### src/rtl/jtag_seq_pkg.sv
// Shared phase encoding and constants for the JTAG scan sequencer.
package jtag_seq_pkg;

    typedef enum logic [3:0] {
        PH_TLR,
        PH_RTI,
        PH_LAUNCH,
        PH_SEL_DR,
        PH_SEL_IR,
        PH_CAP,
        PH_SHIFT,
        PH_EXIT1,
        PH_UPD
    } phase_e;

    localparam int unsigned TLR_ONES = 5;

endpackage

### src/rtl/jtag_shift_reg.sv
// Scan data register: parallel load, shift right with serial input at the MSB.
module jtag_shift_reg #(
    parameter int MAX_LEN = 32
) (
    input  logic               clk_i,
    input  logic               rst_i,
    input  logic               load_i,
    input  logic [MAX_LEN-1:0] load_data_i,
    input  logic               shift_i,
    input  logic               sin_i,
    output logic [MAX_LEN-1:0] q_o,
    output logic               sout_o
);

    logic [MAX_LEN-1:0] sreg_q, sreg_d;

    always_comb begin
        sreg_d = sreg_q;
        if (load_i) begin
            sreg_d = load_data_i;
        end else if (shift_i) begin
            sreg_d = {sin_i, sreg_q[MAX_LEN-1:1]};
        end
    end

    always_ff @(posedge clk_i or posedge rst_i) begin
        if (rst_i) begin
            sreg_q <= '0;
        end else begin
            sreg_q <= sreg_d;
        end
    end

    assign q_o    = sreg_q;
    assign sout_o = sreg_q[0];

endmodule

### src/rtl/jtag_scan_sequencer.sv
// Turns host scan commands into TMS/TDI walks for a 1149.1 TAP, mirroring the TAP state.
module jtag_scan_sequencer
    import jtag_seq_pkg::*;
#(
    parameter int MAX_LEN = 32,
    parameter int LEN_W   = $clog2(MAX_LEN + 1)
) (
    input  logic               tck,
    input  logic               trst,
    input  logic               cmd_valid,
    output logic               cmd_ready,
    input  logic               cmd_rst,
    input  logic               cmd_ir,
    input  logic [LEN_W-1:0]   cmd_len,
    input  logic [MAX_LEN-1:0] cmd_data,
    output logic               rsp_valid,
    output logic [MAX_LEN-1:0] rsp_data,
    output logic               busy,
    output logic               tms,
    output logic               tdi,
    input  logic               tdo
);

    localparam logic [LEN_W-1:0] MAX_LEN_L = LEN_W'(MAX_LEN);

    phase_e             phase_q, phase_d;
    logic [LEN_W-1:0]   cnt_q, cnt_d;
    logic [LEN_W-1:0]   len_q, len_d;
    logic               ir_q, ir_d;
    logic               rst_cmd_q, rst_cmd_d;
    logic               rsp_valid_q, rsp_valid_d;
    logic [MAX_LEN-1:0] rsp_data_q, rsp_data_d;

    logic               accept, load, shift_en, last_shift;
    logic [LEN_W-1:0]   len_clamp;
    logic [MAX_LEN-1:0] sreg, all_ones, aligned, mask;
    logic               sreg_out;

    jtag_shift_reg #(.MAX_LEN(MAX_LEN)) u_sreg (
        .clk_i       (tck),
        .rst_i       (trst),
        .load_i      (load),
        .load_data_i (cmd_data),
        .shift_i     (shift_en),
        .sin_i       (tdo),
        .q_o         (sreg),
        .sout_o      (sreg_out)
    );

    assign cmd_ready  = (phase_q == PH_RTI) && !rsp_valid_q;
    assign accept     = cmd_valid && cmd_ready;
    assign busy       = (phase_q != PH_RTI);
    assign shift_en   = (phase_q == PH_SHIFT);
    assign tdi        = shift_en ? sreg_out : 1'b0;
    assign last_shift = (cnt_q == len_q - LEN_W'(1));
    assign rsp_valid  = rsp_valid_q;
    assign rsp_data   = rsp_data_q;

    always_comb begin
        len_clamp = cmd_len;
        if (cmd_len == '0) begin
            len_clamp = LEN_W'(1);
        end else if (cmd_len > MAX_LEN_L) begin
            len_clamp = MAX_LEN_L;
        end
    end

    // First-shifted tdo bit sits at [MAX_LEN-len] after len shifts; bring it down to [0].
    always_comb begin
        all_ones = '1;
        aligned  = sreg >> (MAX_LEN - int'(len_q));
        mask     = all_ones >> (MAX_LEN - int'(len_q));
    end

    always_comb begin
        phase_d     = phase_q;
        cnt_d       = cnt_q;
        len_d       = len_q;
        ir_d        = ir_q;
        rst_cmd_d   = rst_cmd_q;
        rsp_valid_d = 1'b0;
        rsp_data_d  = rsp_data_q;
        load        = 1'b0;
        tms         = 1'b0;
        unique case (phase_q)
            PH_TLR: begin
                // TLR_ONES edges of tms=1 force Test-Logic-Reset, the final tms=0 edge lands in RTI.
                tms   = (cnt_q != LEN_W'(TLR_ONES));
                cnt_d = cnt_q + LEN_W'(1);
                if (cnt_q == LEN_W'(TLR_ONES)) begin
                    phase_d     = PH_RTI;
                    cnt_d       = '0;
                    rsp_valid_d = rst_cmd_q;
                    rst_cmd_d   = 1'b0;
                end
            end
            PH_RTI: begin
                if (accept) begin
                    cnt_d = '0;
                    if (cmd_rst) begin
                        phase_d   = PH_TLR;
                        rst_cmd_d = 1'b1;
                    end else begin
                        phase_d = PH_LAUNCH;
                        ir_d    = cmd_ir;
                        len_d   = len_clamp;
                        load    = 1'b1;
                    end
                end
            end
            PH_LAUNCH: begin
                tms     = 1'b1;
                phase_d = PH_SEL_DR;
            end
            PH_SEL_DR: begin
                tms     = ir_q;
                phase_d = ir_q ? PH_SEL_IR : PH_CAP;
            end
            PH_SEL_IR: phase_d = PH_CAP;
            PH_CAP:    phase_d = PH_SHIFT;
            PH_SHIFT: begin
                tms   = last_shift;
                cnt_d = cnt_q + LEN_W'(1);
                if (last_shift) begin
                    phase_d = PH_EXIT1;
                end
            end
            PH_EXIT1: begin
                tms     = 1'b1;
                phase_d = PH_UPD;
            end
            PH_UPD: begin
                phase_d     = PH_RTI;
                rsp_valid_d = 1'b1;
                rsp_data_d  = aligned & mask;
            end
            default: begin
                tms     = 1'b1;
                phase_d = PH_TLR;
                cnt_d   = '0;
            end
        endcase
    end

    always_ff @(posedge tck or posedge trst) begin
        if (trst) begin
            phase_q     <= PH_TLR;
            cnt_q       <= '0;
            len_q       <= LEN_W'(1);
            ir_q        <= 1'b0;
            rst_cmd_q   <= 1'b0;
            rsp_valid_q <= 1'b0;
            rsp_data_q  <= '0;
        end else begin
            phase_q     <= phase_d;
            cnt_q       <= cnt_d;
            len_q       <= len_d;
            ir_q        <= ir_d;
            rst_cmd_q   <= rst_cmd_d;
            rsp_valid_q <= rsp_valid_d;
            rsp_data_q  <= rsp_data_d;
        end
    end

endmodule

### config.mk
export PLATFORM = sky130hd
export DESIGN_NAME = jtag_scan_sequencer
export DESIGN_NICKNAME = d
export VERILOG_FILES = /design/src/rtl/jtag_seq_pkg.sv /design/src/rtl/jtag_shift_reg.sv /design/src/rtl/jtag_scan_sequencer.sv
export SDC_FILE = /design/constraint.sdc
export NUM_CORES = 1
export LEC_CHECK = 0
export BUFFER_PORTS_ARGS = -buffer_cell sky130_fd_sc_hd__buf_4
export CORE_UTILIZATION = 50
export CTS_CLUSTER_SIZE = 28
export DETAILED_ROUTE_END_ITERATION = 8
export PLACE_DENSITY = 0.75
export SYNTH_ARGS = -nofsm -noshare
export SYNTH_HDL_FRONTEND = slang
export SYNTH_SLANG_ARGS = --single-unit
### constraint.sdc
create_clock -name tck -period 2.65 [get_ports tck]
set_input_delay 0.265 -clock tck [delete_from_list [all_inputs] [get_ports tck]]
set_output_delay 0.265 -clock tck [all_outputs]
set_load 0.005 [all_outputs]
# Yosys cells after proc, flatten, opt, wreduce, memory -nomap -nowiden
# Cells that the tools add are included.
# word_totals
latch_bits,0
reg_bits,83
inputBits,44
romBits,0
mem_count,0
out_inout_bits,37
ram_bits,0
# classes
muxes,24
multipliers,0
div_mod_pow,0
n_addsub,3
eq_ne,16
magnitude_cmp,1
bitwise,3
reduce_logical,13
shift,2
# ops
operator,n
32-bit 2-to-1 mux,2
4-bit one-hot mux with 9 select lines,1
32-bit AND,1
32-bit by 32-bit right shift with 32-bit output,1
"32-bit by 32-bit right shift with 32-bit output, first input constant",1
6-bit 2-to-1 mux,4
6-bit one-hot mux with 4 select lines,1
"4-bit by 3-bit == test with 1-bit output, second input constant",4
4-bit 2-to-1 mux,3
1-bit 2-to-1 mux,9
"4-bit by 2-bit == test with 1-bit output, second input constant",2
"6-bit by 6-bit subtractor with 7-bit output, first input constant",1
"6-bit by 1-bit adder with 6-bit output, second input constant",1
"6-bit by 3-bit == test with 1-bit output, second input constant",1
6-bit == test,1
"6-bit greater-than comparator, second input constant",1
6-bit zero test,1
"2-bit != test, second input constant",3
"6-bit by 3-bit != test with 1-bit output, second input constant",1
3-bit AND reduction,2
6-bit OR reduction,1
"6-bit by 1-bit subtractor with 6-bit output, second input constant",1
"4-bit by 1-bit == test with 1-bit output, second input constant",1
"4-bit == test, second input constant",1
other kinds (13),17

# Depth between registers and ports, before layout
# Gate-level depths: netlist (run 1).
# depth
depth_word,6
mapped_depth,11
depth_no_buf,7

# Modules after synthesis
# Synthesis (run 1) repeated with hierarchy kept, for this count alone.
# hier_totals
hier_cells,574
hier_area_um2,5804.3
# by_module_without_submodules
mod,instances,seq_area_each_um2,cells_per_inst,area_per_inst_um2
jtag_scan_sequencer,1,1277.5,433,4277.9
jtag_shift_reg,1,800.8,141,1526.5

# Worst setup path after synthesis (run 1)
# OpenSTA, ideal clock, no wires.
# synth_path
path_kind,register -> register
start,register len_q[0]
end,"register rsp_data_q[8], in the netlist rsp_data[8]"
path_slack_ns,-0.056
stages_incl_launch_ff,12
t_arrival_ns,2.578
required_ns,2.522
path_cell_list,dfstp_2 inv_2 ha_1 buf_2 buf_2 buf_4 buf_2 mux4_2 mux2i_1 nand2_1 a32oi_1 o21ai_1
# synth_between
elab_chain_cells,3
# synth_rtl
element,line_no,rtl
from (decl),jtag_scan_sequencer.sv:28,"logic [LEN_W-1:0] len_q, len_d;"
from (signal assigned),jtag_scan_sequencer.sv:157,len_q <= len_d;
6-bit by 6-bit subtractor with 7-bit output *,"jtag_scan_sequencer.sv:71, jtag_scan_sequencer.sv:72",
32-bit by 32-bit right shift with 32-bit output (on tied branches),"jtag_scan_sequencer.sv:71, jtag_scan_sequencer.sv:72",
32-bit AND *,jtag_scan_sequencer.sv:135,rsp_data_d = aligned & mask;
to (signal assigned),jtag_scan_sequencer.sv:161,rsp_data_q <= rsp_data_d;
to (decl),jtag_scan_sequencer.sv:32,"logic [MAX_LEN-1:0] rsp_data_q, rsp_data_d;"
# Mark *: on every way between the ends. The rest lies on a longest branch, timed or not.
# A chain may end at the register's enable or synchronous reset.

# Worst setup path in the final report (run 1)
# layout_path
start,register len_q[2]
end,output tms
# layout_between
elab_chain_cells,3
# layout_rtl
element,line_no,rtl
6-bit by 1-bit subtractor with 6-bit output,jtag_scan_sequencer.sv:55,assign last_shift = (cnt_q == len_q - LEN_W'(1));
6-bit == test,jtag_scan_sequencer.sv:55,
1-bit one-hot mux with 4 select lines,jtag_scan_sequencer.sv:85,unique case (phase_q)
to (decl),jtag_scan_sequencer.sv:19,"output logic tms,"
# Every way passes these cells.

==> metrics.txt, run 1 <==
status finished clean; initial antenna violation count 0; CP Launch Point len_q[2]; startpoint types flop; DR DRC count 0; Gate Count Post-Synth 558; number of global-route vias before repair 4546; starting density of the core 0.5164; Final Hold Fails 0; clock skew 7.135 ps; CTS root buf clkbuf_8; Num Clock Sinks 83; Ports 81; Rel. slew slack 0.4686; CP endpoint tms; fmax 381.4 MHz; register area share after synthesis 0.3898; post-route non-filler standard cell count 783; Final TNS setup 0 ps; post-synthesis async set-or-reset flop share 1.000; Critical R2R Capture rsp_data[6]; # fillers 870; number of enable flip-flop cells after synthesis 0; DP Wirelength 10480 µm; clock buffer depth 2; top_reg_cell synth dfrtp_1; Multi-input gate area 3063 µm²; syn_area_per_cell 9.554 µm²; Crit. End Element output pin; CTS tree yes; pin count of the biggest net entering global routing 49; max incr delay on CP 600 ps; syn nets 606; Clock Latency Late Sink 370 ps; Mapped Area 5331 µm²; Leak 2.911 nW; post-placement cell count 763; CORE AREA 10320 µm²; final net count 690; Max VDD drop 0.7032 mV; # rows 37; Crit path required time 2380 ps; Pre-antenna DRT Iters 5; Antenna Nets Post-Route 0; GRT Total Usage 0.2772; Final Critical Period 2622 ps; Worst Reg-to-Reg Cells 8; via count 4783; routed len/inst 18.36 µm; CP Max Fanout 7; CP Class reg2out; Max Cap Violations 0; Final Wtd Congestion 0.8913; unrepaired setup endpoints after global routing true; RR Startpoint len_q[0]; die area 11080 µm²; initial DRC count 362; FF-to-FF setup slack 160 ps; Max Slew Vio Count 0; Ys Warns 0; Buffers on Ports 80; Register Area 2078 µm²; critical path cell sequence or4_4, or3_4, a21boi_2, o2111ai_2, o21ai_2, buf_4; Worst-path clk slew 80 ps; Slew @ Worst Pin 788.8 ps; critical path's slowest cell or4_4; first-pass GRT wire length 23810 µm; Num CTS Buffers 9; Hold Worst Slack 108.2 ps; final setup fails 0; final WL 14370 µm; Synth cell types 59; Die Span X 105.3 µm; Antenna Cells 0; vias per std cell 6.109; Arrival @ worst endpoint 2360 ps; Power, Total 0.008792 W; synthesis-to-finish area growth 20.30%; worst hold path class in2reg; PD cells 1371 nW/µm²; total grt overflow 0; most frequent cells in the layout nand2_1 (116), buf_4 (109), dfrtp_1 (82); die span in y 105.3 µm; period utilization 0.9895; depth of the CTS H-tree 3; most common cell after layout, fill and taps aside nand2_1; layout cell share with drive strength beyond 1 0.2798; FF+latch count, synth 83
[cell usage after synthesis (all sizes together), types with 4 or more instances]
| cell | n | area share |
|---|---|---|
| nand2 | 117 | 0.083 |
| dfrtp | 82 | 0.38 |
| o21ai | 37 | 0.035 |
| mux2i | 33 | 0.062 |
| a22oi | 32 | 0.045 |
| clkbuf | 24 | 0.017 |
| mux4 | 23 | 0.097 |
| nor2 | 21 | 0.015 |
| buf | 16 | 0.019 |
| a21oi | 14 | 0.013 |
| o211ai | 14 | 0.022 |
| inv | 13 | 0.0092 |
| mux2 | 13 | 0.027 |
| nand3 | 12 | 0.011 |
| a32oi | 7 | 0.011 |
| nor3 | 7 | 0.0066 |
| a22o | 6 | 0.0099 |
| a31oi | 6 | 0.0070 |
| xor2 | 6 | 0.0099 |
| and2 | 5 | 0.0059 |
| nand3b | 5 | 0.0070 |
| nand4 | 5 | 0.0059 |
| a32o | 4 | 0.0075 |
| ha | 4 | 0.0094 |
| nand2b | 4 | 0.0047 |
| nor3b | 4 | 0.0056 |
| o22ai | 4 | 0.0047 |
| o31ai | 4 | 0.0056 |
[cell families after synthesis]
group | share of synthesized area
simple gates | 0.1694
compound gates | 0.1852
flops | 0.3898
mux | 0.1866
buf+inv | 0.04482
xor+xnor | 0.01479
fa+ha+maj | 0.009388
[critical path, delay by kind of cell (launching register included)]
family,cells,cell delay [ps]
compound gates,3,470
buf+inv,1,120
flops,1,430
simple gates,2,970
[metal layers]
metal	GRT usage	vias up	wire length, µm	share of wire
met4	0.1076	0	348	0.024
met3	0.04576	24	1000	0.070
met1	0.3888	2326	6413	0.45
met5	0.02381	-	0	0
li1	-	2237	-	-
met2	0.4295	196	6610	0.46
[stage by stage]
step	setup WS, ps	area [µm²]	util
floorplan	18.14	5334	-
global placement	243.1	6168	0.5975
detailed placement	173.5	6168	0.5975
CTS	12.38	6392	0.6192
global route	-60.16	6414	0.6213
finish	27.94	6414	0.6213
[power breakdown]
group          internal [W]  switching [W]  total [W]
registers           0.00164       0.000606    0.00225
logic               0.00258        0.00312    0.00570
clock network      0.000390       0.000450   0.000840
[worst min path at each step]
stage	startpoint	endpoint	slack [ps]	cells past startpoint
3_3_place_gp	trst	rsp_data[10]	360	2
5_1_grt	cmd_data[25]	u_sreg.q_o[25]	120	3
4_1_cts	tdo	u_sreg.q_o[31]	100	3
6_report	tdo	u_sreg.q_o[31]	110	3
2_1_floorplan	cmd_len[5]	len_q[5]	380	2
3_5_place_dp	trst	rsp_data[8]	380	2
[what timing repair did]
| action | in CTS | in global routing |
|---|---|---|
| hold buffers | 1 | 0 |
| hold endpoints to repair | 35 | 0 |
| pin swaps | 3 | 4 |
| setup endpoints to repair | 1 | 11 |
| resized for setup | 7 | 2 |
| buffers inserted | 1 | 2 |
[registers in the layout, indices dropped and copies added, names as in the netlist]
signal,count
cnt_q,6
ir_q,1
len_q,6
phase_q,4
rsp_data,32
rsp_valid,1
rst_cmd_q,1
u_sreg.q_o,32
[final cells by class]
cell class,count,share of cell area
clock inverters,2,0.001561
inverters,13,0.007803
flip-flops and latches,83,0.3240
repair buffers,113,0.1371
well taps,136,0.02653
multi-input cells,422,0.4776
clock buffers,14,0.02536
(Power assumes the default switching activity.)
==> run 2, diff against run 1 <==
CORE_ASPECT_RATIO = 2   (was unset)
REMOVE_ABC_BUFFERS = 1   (was unset)
clock period = 2.2 ns   (was 2.65 ns; I/O delays follow)
==> run 2 against run 1 <==
Effect of this change:
- the flow now finishes with violations (negative setup slack)
- utilization up 11 points
- critical path depth grew 1
- via count is 10% higher
- worst hold slack worse by 42 ps
- wire length rose by 23%
- cell count grew 6.9%
- flip-flop and latch count unchanged
- sequential power is 20% higher
- sequential share of layout area fell by 4.9 points
- critical path type unchanged
- largest power group unchanged
==> metrics.txt, run 2 (synthesized netlist as in run 1, its figures left out) <==
Power, Total 0.01502 W (was 0.008792 W); Hold Worst Slack 66.51 ps (was 108.2 ps); Die Span X 75.02 µm (was 105.3 µm); clock skew 10.28 ps (was 7.135 ps); period utilization 1.194; Final Critical Period 2626 ps; critical path's slowest cell or4_4 (unchanged); GRT Total Usage 0.3287 (was 0.2772); RR Startpoint len_q[0] (unchanged); die area 11100 µm² (was 11080 µm²); DR DRC count 0 (unchanged); PD cells 1986 nW/µm² (was 1371 nW/µm²); Crit path required time 1980 ps (was 2380 ps); via count 5264 (was 4783); Slew @ Worst Pin 773.2 ps (was 788.8 ps); # rows 53 (was 37); Final Hold Fails 0 (unchanged); synthesis-to-finish area growth 41.89% (was 20.30%); critical path cell sequence buf_6, or4_4, or3_4, a21boi_2, o2111ai_2, o21ai_2, buf_4 (was or4_4, or3_4, a21boi_2, o2111ai_2, o21ai_2, buf_4); initial antenna violation count 0 (unchanged); Ports 81 (unchanged); Rel. slew slack 0.4791 (was 0.4686); final WL 17700 µm (was 14370 µm); total grt overflow 0 (unchanged); CORE AREA 10410 µm² (was 10320 µm²); startpoint types flop (unchanged); WL met1 6267 µm (was 6413 µm); number of global-route vias before repair 5385 (was 4546); Num Clock Sinks 83 (unchanged); DR top layer met4 (unchanged); Max Slew Vio Count 0 (unchanged); failing checks negative setup slack; starting density of the core 0.5121 (was 0.5164); Final Wtd Congestion 0.9073 (was 0.8913); FF-to-FF setup slack -330 ps (was 160 ps); status finished, violations left (was finished clean); CP Class reg2out (unchanged); Leak 3.368 nW (was 2.911 nW); post-placement cell count 805 (was 763); Clock Latency Late Sink 360 ps (was 370 ps); initial DRC count 410 (was 362); routed len/inst 21.15 µm (was 18.36 µm); fmax 380.8 MHz; Antenna Nets Post-Route 0 (unchanged); Arrival @ worst endpoint 2410 ps (was 2360 ps); Antenna Cells 0 (unchanged); Num CTS Buffers 9 (unchanged); first-pass GRT wire length 27380 µm (was 23810 µm); Critical R2R Capture rsp_data[4] (was rsp_data[6]); layout cell share with drive strength beyond 1 0.4171 (was 0.2798); CP Max Fanout 6 (was 7); worst hold path class in2reg (unchanged); vias per std cell 6.289 (was 6.109); wire length on met3 828 µm (was 1000 µm); depth of the CTS H-tree 3 (unchanged); pin count of the biggest net entering global routing 84 (was 49); Crit path max-delay family simple AND/OR/NAND/NOR gates (unchanged); # fillers 743 (was 870); final net count 743 (was 690); Max Cap Violations 0 (unchanged); Worst Reg-to-Reg Cells 10 (was 8); die span in y 148.0 µm (was 105.3 µm); Worst-path clk slew 60 ps (was 80 ps); met2 WL post-DR 9634 µm (was 6610 µm); DP Wirelength 11790 µm (was 10480 µm); critical path depth 7 (was 6); Crit. End Element output pin (unchanged); unrepaired setup endpoints after global routing true (unchanged); CTS root buf clkbuf_16 (was clkbuf_8); Buffers on Ports 80 (unchanged); max incr delay on CP 570 ps (was 600 ps); Pre-antenna DRT Iters 5 (unchanged); CP endpoint tms (unchanged); Max VDD drop 1.187 mV (was 0.7032 mV); PnR worst setup slack -425.8 ps (was 27.94 ps); CP Launch Point len_q[0] (was len_q[2]); most frequent cells in the layout buf_4 (140), nand2_1 (113), dfrtp_1 (82) (was nand2_1 (116), buf_4 (109), dfrtp_1 (82)); crit path buf inv count 2 (was 1); most common cell after layout, fill and taps aside buf_4 (was nand2_1); post-route non-filler standard cell count 837 (was 783); CTS tree yes (unchanged); final setup fails 34 (was 0); clock buffer depth 2 (unchanged)
run 2: changes by cell type in the layout (fill, tap and decap cells not counted), moves of 5 or more:
cell       change
clkbuf_8      -11
o21ai_0        -5
buf_12         +6
buf_4         +31
clkbuf_16      +9
mux2i_4       +10
mux2_2         -5
o21ai_2        +8
mux2i_1       -16
buf_6         +12
mux2_4         +5
mux2i_2        +6
run 2: power breakdown:
group | total, W | switching (W) | internal, W
clock network | 0.00169 | 0.000685 | 0.00101
registers | 0.00269 | 0.000705 | 0.00198
logic | 0.0106 | 0.00535 | 0.00530
total | 0.0150 | 0.00674 | 0.00828
run 2: layout make-up:
cell class / instances / area (µm²) / share of cell area
clock inverter: 7 / 100.1 / 0.01323
clock buffer: 9 / 225.2 / 0.02977
sequential: 83 / 2078 / 0.2747
timing repair buffer: 166 / 1453 / 0.1920
inverter: 13 / 50.05 / 0.006616
tap: 137 / 171.4 / 0.02266
multi-input combinational: 422 / 3487 / 0.4610
run 2: per-layer routing:
metal / up-vias / track usage
met5: - / 0
met4: 0 / 0.2340
met3: 68 / 0.05521
met2: 208 / 0.5559
met1: 2647 / 0.3568
li1: 2341 / -
run 2: worst min-delay path, delay by kind of cell:
kind                   cells  cell delay (ps)
AOI/OAI and AO/OA          1               50
buffers and inverters      1               70
and+or+nand+nor            1               30
run 2: repair_timing:
item,in CTS,in global routing
resized for setup,52,60
hold endpoints to repair,25,0
pin swaps,26,26
setup buffers,7,8
hold buffers,1,0
setup endpoints to repair,29,65
cloned,3,0
run 2: stage by stage:
stage / setup WS (ps) / area, µm² / TNS [ps] / utilization
2_1_floorplan: -1856 / 5141 / -87660 / -
4_1_cts: -447.5 / 7246 / -4071 / 0.6960
3_5_place_dp: -204.0 / 6530 / -3345 / 0.6272
6_report: -425.8 / 7565 / -4646 / 0.7266
5_1_grt: -490.0 / 7565 / -6820 / 0.7266
3_3_place_gp: -194.9 / 6530 / -2104 / 0.6272
run 2: how the worst min path moves through the flow:
stage,depth (start not counted),to,slack (ps),start
finish,3,u_sreg.q_o[27],70,cmd_data[27]
CTS,3,u_sreg.q_o[27],70,cmd_data[27]
global route,3,u_sreg.q_o[27],100,cmd_data[27]
detailed placement,3,u_sreg.q_o[8],350,trst
global placement,3,u_sreg.q_o[8],350,trst
floorplan,2,len_q[5],340,cmd_len[5]
==> run 3, diff against run 2 <==
SKIP_CTS_REPAIR_TIMING = 1   (was unset)
==> run 3 against run 2 <==
Effect of this change:
- the run ends with negative hold slack, negative setup slack left
- cell count is 0.12% higher
- utilization down 1.0 points
- die area unchanged
- wire length decreased by 3.6%
- cell area is 1.4% lower
- power decreased by 3.5%
- critical endpoint unchanged
- highest routed layer unchanged
==> metrics.txt, run 3 (synthesized netlist as in run 1, its figures left out) <==
Net Sw Frac 0.4398 (was 0.4486); initial DRC count 385 (was 410); Worst-path clk slew 60 ps (about the same); Leak 3.363 nW (was 3.368 nW); layout cell share with drive strength beyond 1 0.4037 (was 0.4171); period utilization 1.201 (was 1.194); combinational power share 0.701 (was 0.709); Crit. End Element output pin (unchanged); Critical R2R Capture rsp_data[6] (was rsp_data[4]); most frequent cells in the layout buf_4 (134), nand2_1 (112), dfrtp_1 (82) (was buf_4 (140), nand2_1 (113), dfrtp_1 (82)); total grt overflow 0 (unchanged); Clock Latency Late Sink 350 ps (was 360 ps); # rows 53 (unchanged); startpoint types flop (unchanged); Die Span X 75.02 µm (unchanged); Final Wtd Congestion 0.9073 (unchanged); dpl ws -204.0 ps (unchanged); final net count 744 (was 743); synthesis-to-finish area growth 39.87% (was 41.89%); Worst Reg-to-Reg Cells 10 (unchanged); Power, Total 0.01449 W (was 0.01502 W); Ports 81 (unchanged); Antenna Cells 0 (unchanged); CORE AREA 10410 µm² (unchanged); switching power 0.006373 W (was 0.006738 W); CTS tree yes (unchanged); Num CTS Buffers 9 (unchanged); FF-to-FF setup slack -370 ps (was -330 ps); die span in y 148.0 µm (unchanged); fmax 378.5 MHz (was 380.8 MHz); CTS root buf clkbuf_16 (unchanged); DR DRC count 0 (unchanged); clock buffer depth 2 (unchanged); pin count of the biggest net entering global routing 84 (unchanged); GRT Total Usage 0.3076 (was 0.3287); Final TNS setup -6804 ps (was -4646 ps); Multi-input gate area 3371 µm² (was 3487 µm²); Max Slew Vio Count 0 (unchanged); Num Clock Sinks 83 (unchanged); PD cells 1943 nW/µm² (was 1986 nW/µm²); Max VDD drop 1.164 mV (was 1.187 mV); CP Launch Point len_q[1] (was len_q[0]); share of total power in the clock network 0.116 (was 0.113); utilization after layout 0.7163 (was 0.7266); Int Power 0.008117 W (was 0.008283 W); Antenna Nets Post-Route 0 (unchanged); most common cell after layout, fill and taps aside buf_4 (unchanged); unrepaired setup endpoints after global routing true (unchanged); final WL 17070 µm (was 17700 µm); Final Hold Fails 47 (was 0); initial antenna violation count 0 (unchanged); Hold Worst Slack -73.24 ps (was 66.51 ps); first-pass GRT wire length 25690 µm (was 27380 µm); Rel. slew slack 0.4827 (was 0.4791); Arrival @ worst endpoint 2420 ps (was 2410 ps); worst hold path class in2async (was in2reg); # fillers 755 (was 743); failing checks negative hold slack, negative setup slack (was negative setup slack); CP Class reg2out (unchanged); status finished, violations left (unchanged); Crit path required time 1980 ps (about the same); Pre-antenna DRT Iters 6 (was 5); DP Wirelength 11790 µm (unchanged); depth of the CTS H-tree 3 (unchanged); Max Cap Violations 0 (unchanged); final setup fails 31 (was 34); via count 5215 (was 5264); RR Startpoint len_q[0] (unchanged); Register Area 2078 µm² (unchanged); Slew @ Worst Pin 767.8 ps (was 773.2 ps); clock skew 6.052 ps (was 10.28 ps); die area 11100 µm² (unchanged); number of global-route vias before repair 5054 (was 5385); sequential share of power 0.183 (was 0.179); PnR worst setup slack -441.8 ps (was -425.8 ps); starting density of the core 0.5121 (unchanged); Final Critical Period 2642 ps (was 2626 ps); CP Max Fanout 5 (was 6); Buffers on Ports 80 (unchanged); routed len/inst 20.37 µm (was 21.15 µm); vias per std cell 6.223 (was 6.289)
## run 3: cell count changes in the layout (fill, tap and decap cells not counted), sizes merged
cell         before  now
clkbuf            9   11
dlygate4sd3       1    0
## run 3: layout make-up
type                       count  area share
sequential                    83      0.2787
tap                          137     0.02299
multi-input combinational    422      0.4520
clock buffer                   9     0.03020
clock inverter                 7     0.01342
inverter                      13    0.006711
timing repair buffer         167      0.1960
## run 3: worst max path at each step
stage                        end  cells after the start
floorplan           rsp_data[13]                      7
global placement     rsp_data[3]                      7
detailed placement   rsp_data[3]                      7
CTS                          tms                      7
global route         rsp_data[6]                     10
finish                       tms                      7
## run 3: metrics by stage
step / area [µm²] / instances
finish: 7457 / 838
CTS: 6855 / 821
global route: 7457 / 838
global placement: 6530 / 805
floorplan: 5141 / 518
detailed placement: 6530 / 805
## run 3: routing by layer
| metal | up-vias | GRT usage | routed length, µm |
|---|---|---|---|
| li1 | 2353 | - | - |
| met1 | 2570 | 0.3459 | 5946 |
| met2 | 217 | 0.5351 | 9336 |
| met3 | 75 | 0.04635 | 785 |
| met4 | 0 | 0.1698 | 998 |
| met5 | - | 0 | 0 |
## run 3: critical path, cell delays in order (launching register included)
cell and delay [ps]:
dfrtp_1 400, buf_6 130, or4_4 560, or3_4 380, a21boi_2 160, o2111ai_2 150, o21ai_1 170, buf_4 130
## run 3: power groups by stage
stage          Sequential (W)  Combinational [W]  Clock [W]
6_report              0.00265             0.0102    0.00168
4_1_cts               0.00260            0.00764    0.00169
3_3_place_gp          0.00260            0.00741          0
3_5_place_dp          0.00263            0.00758          0
5_1_grt               0.00272             0.0107    0.00175
2_1_floorplan         0.00257            0.00461          0
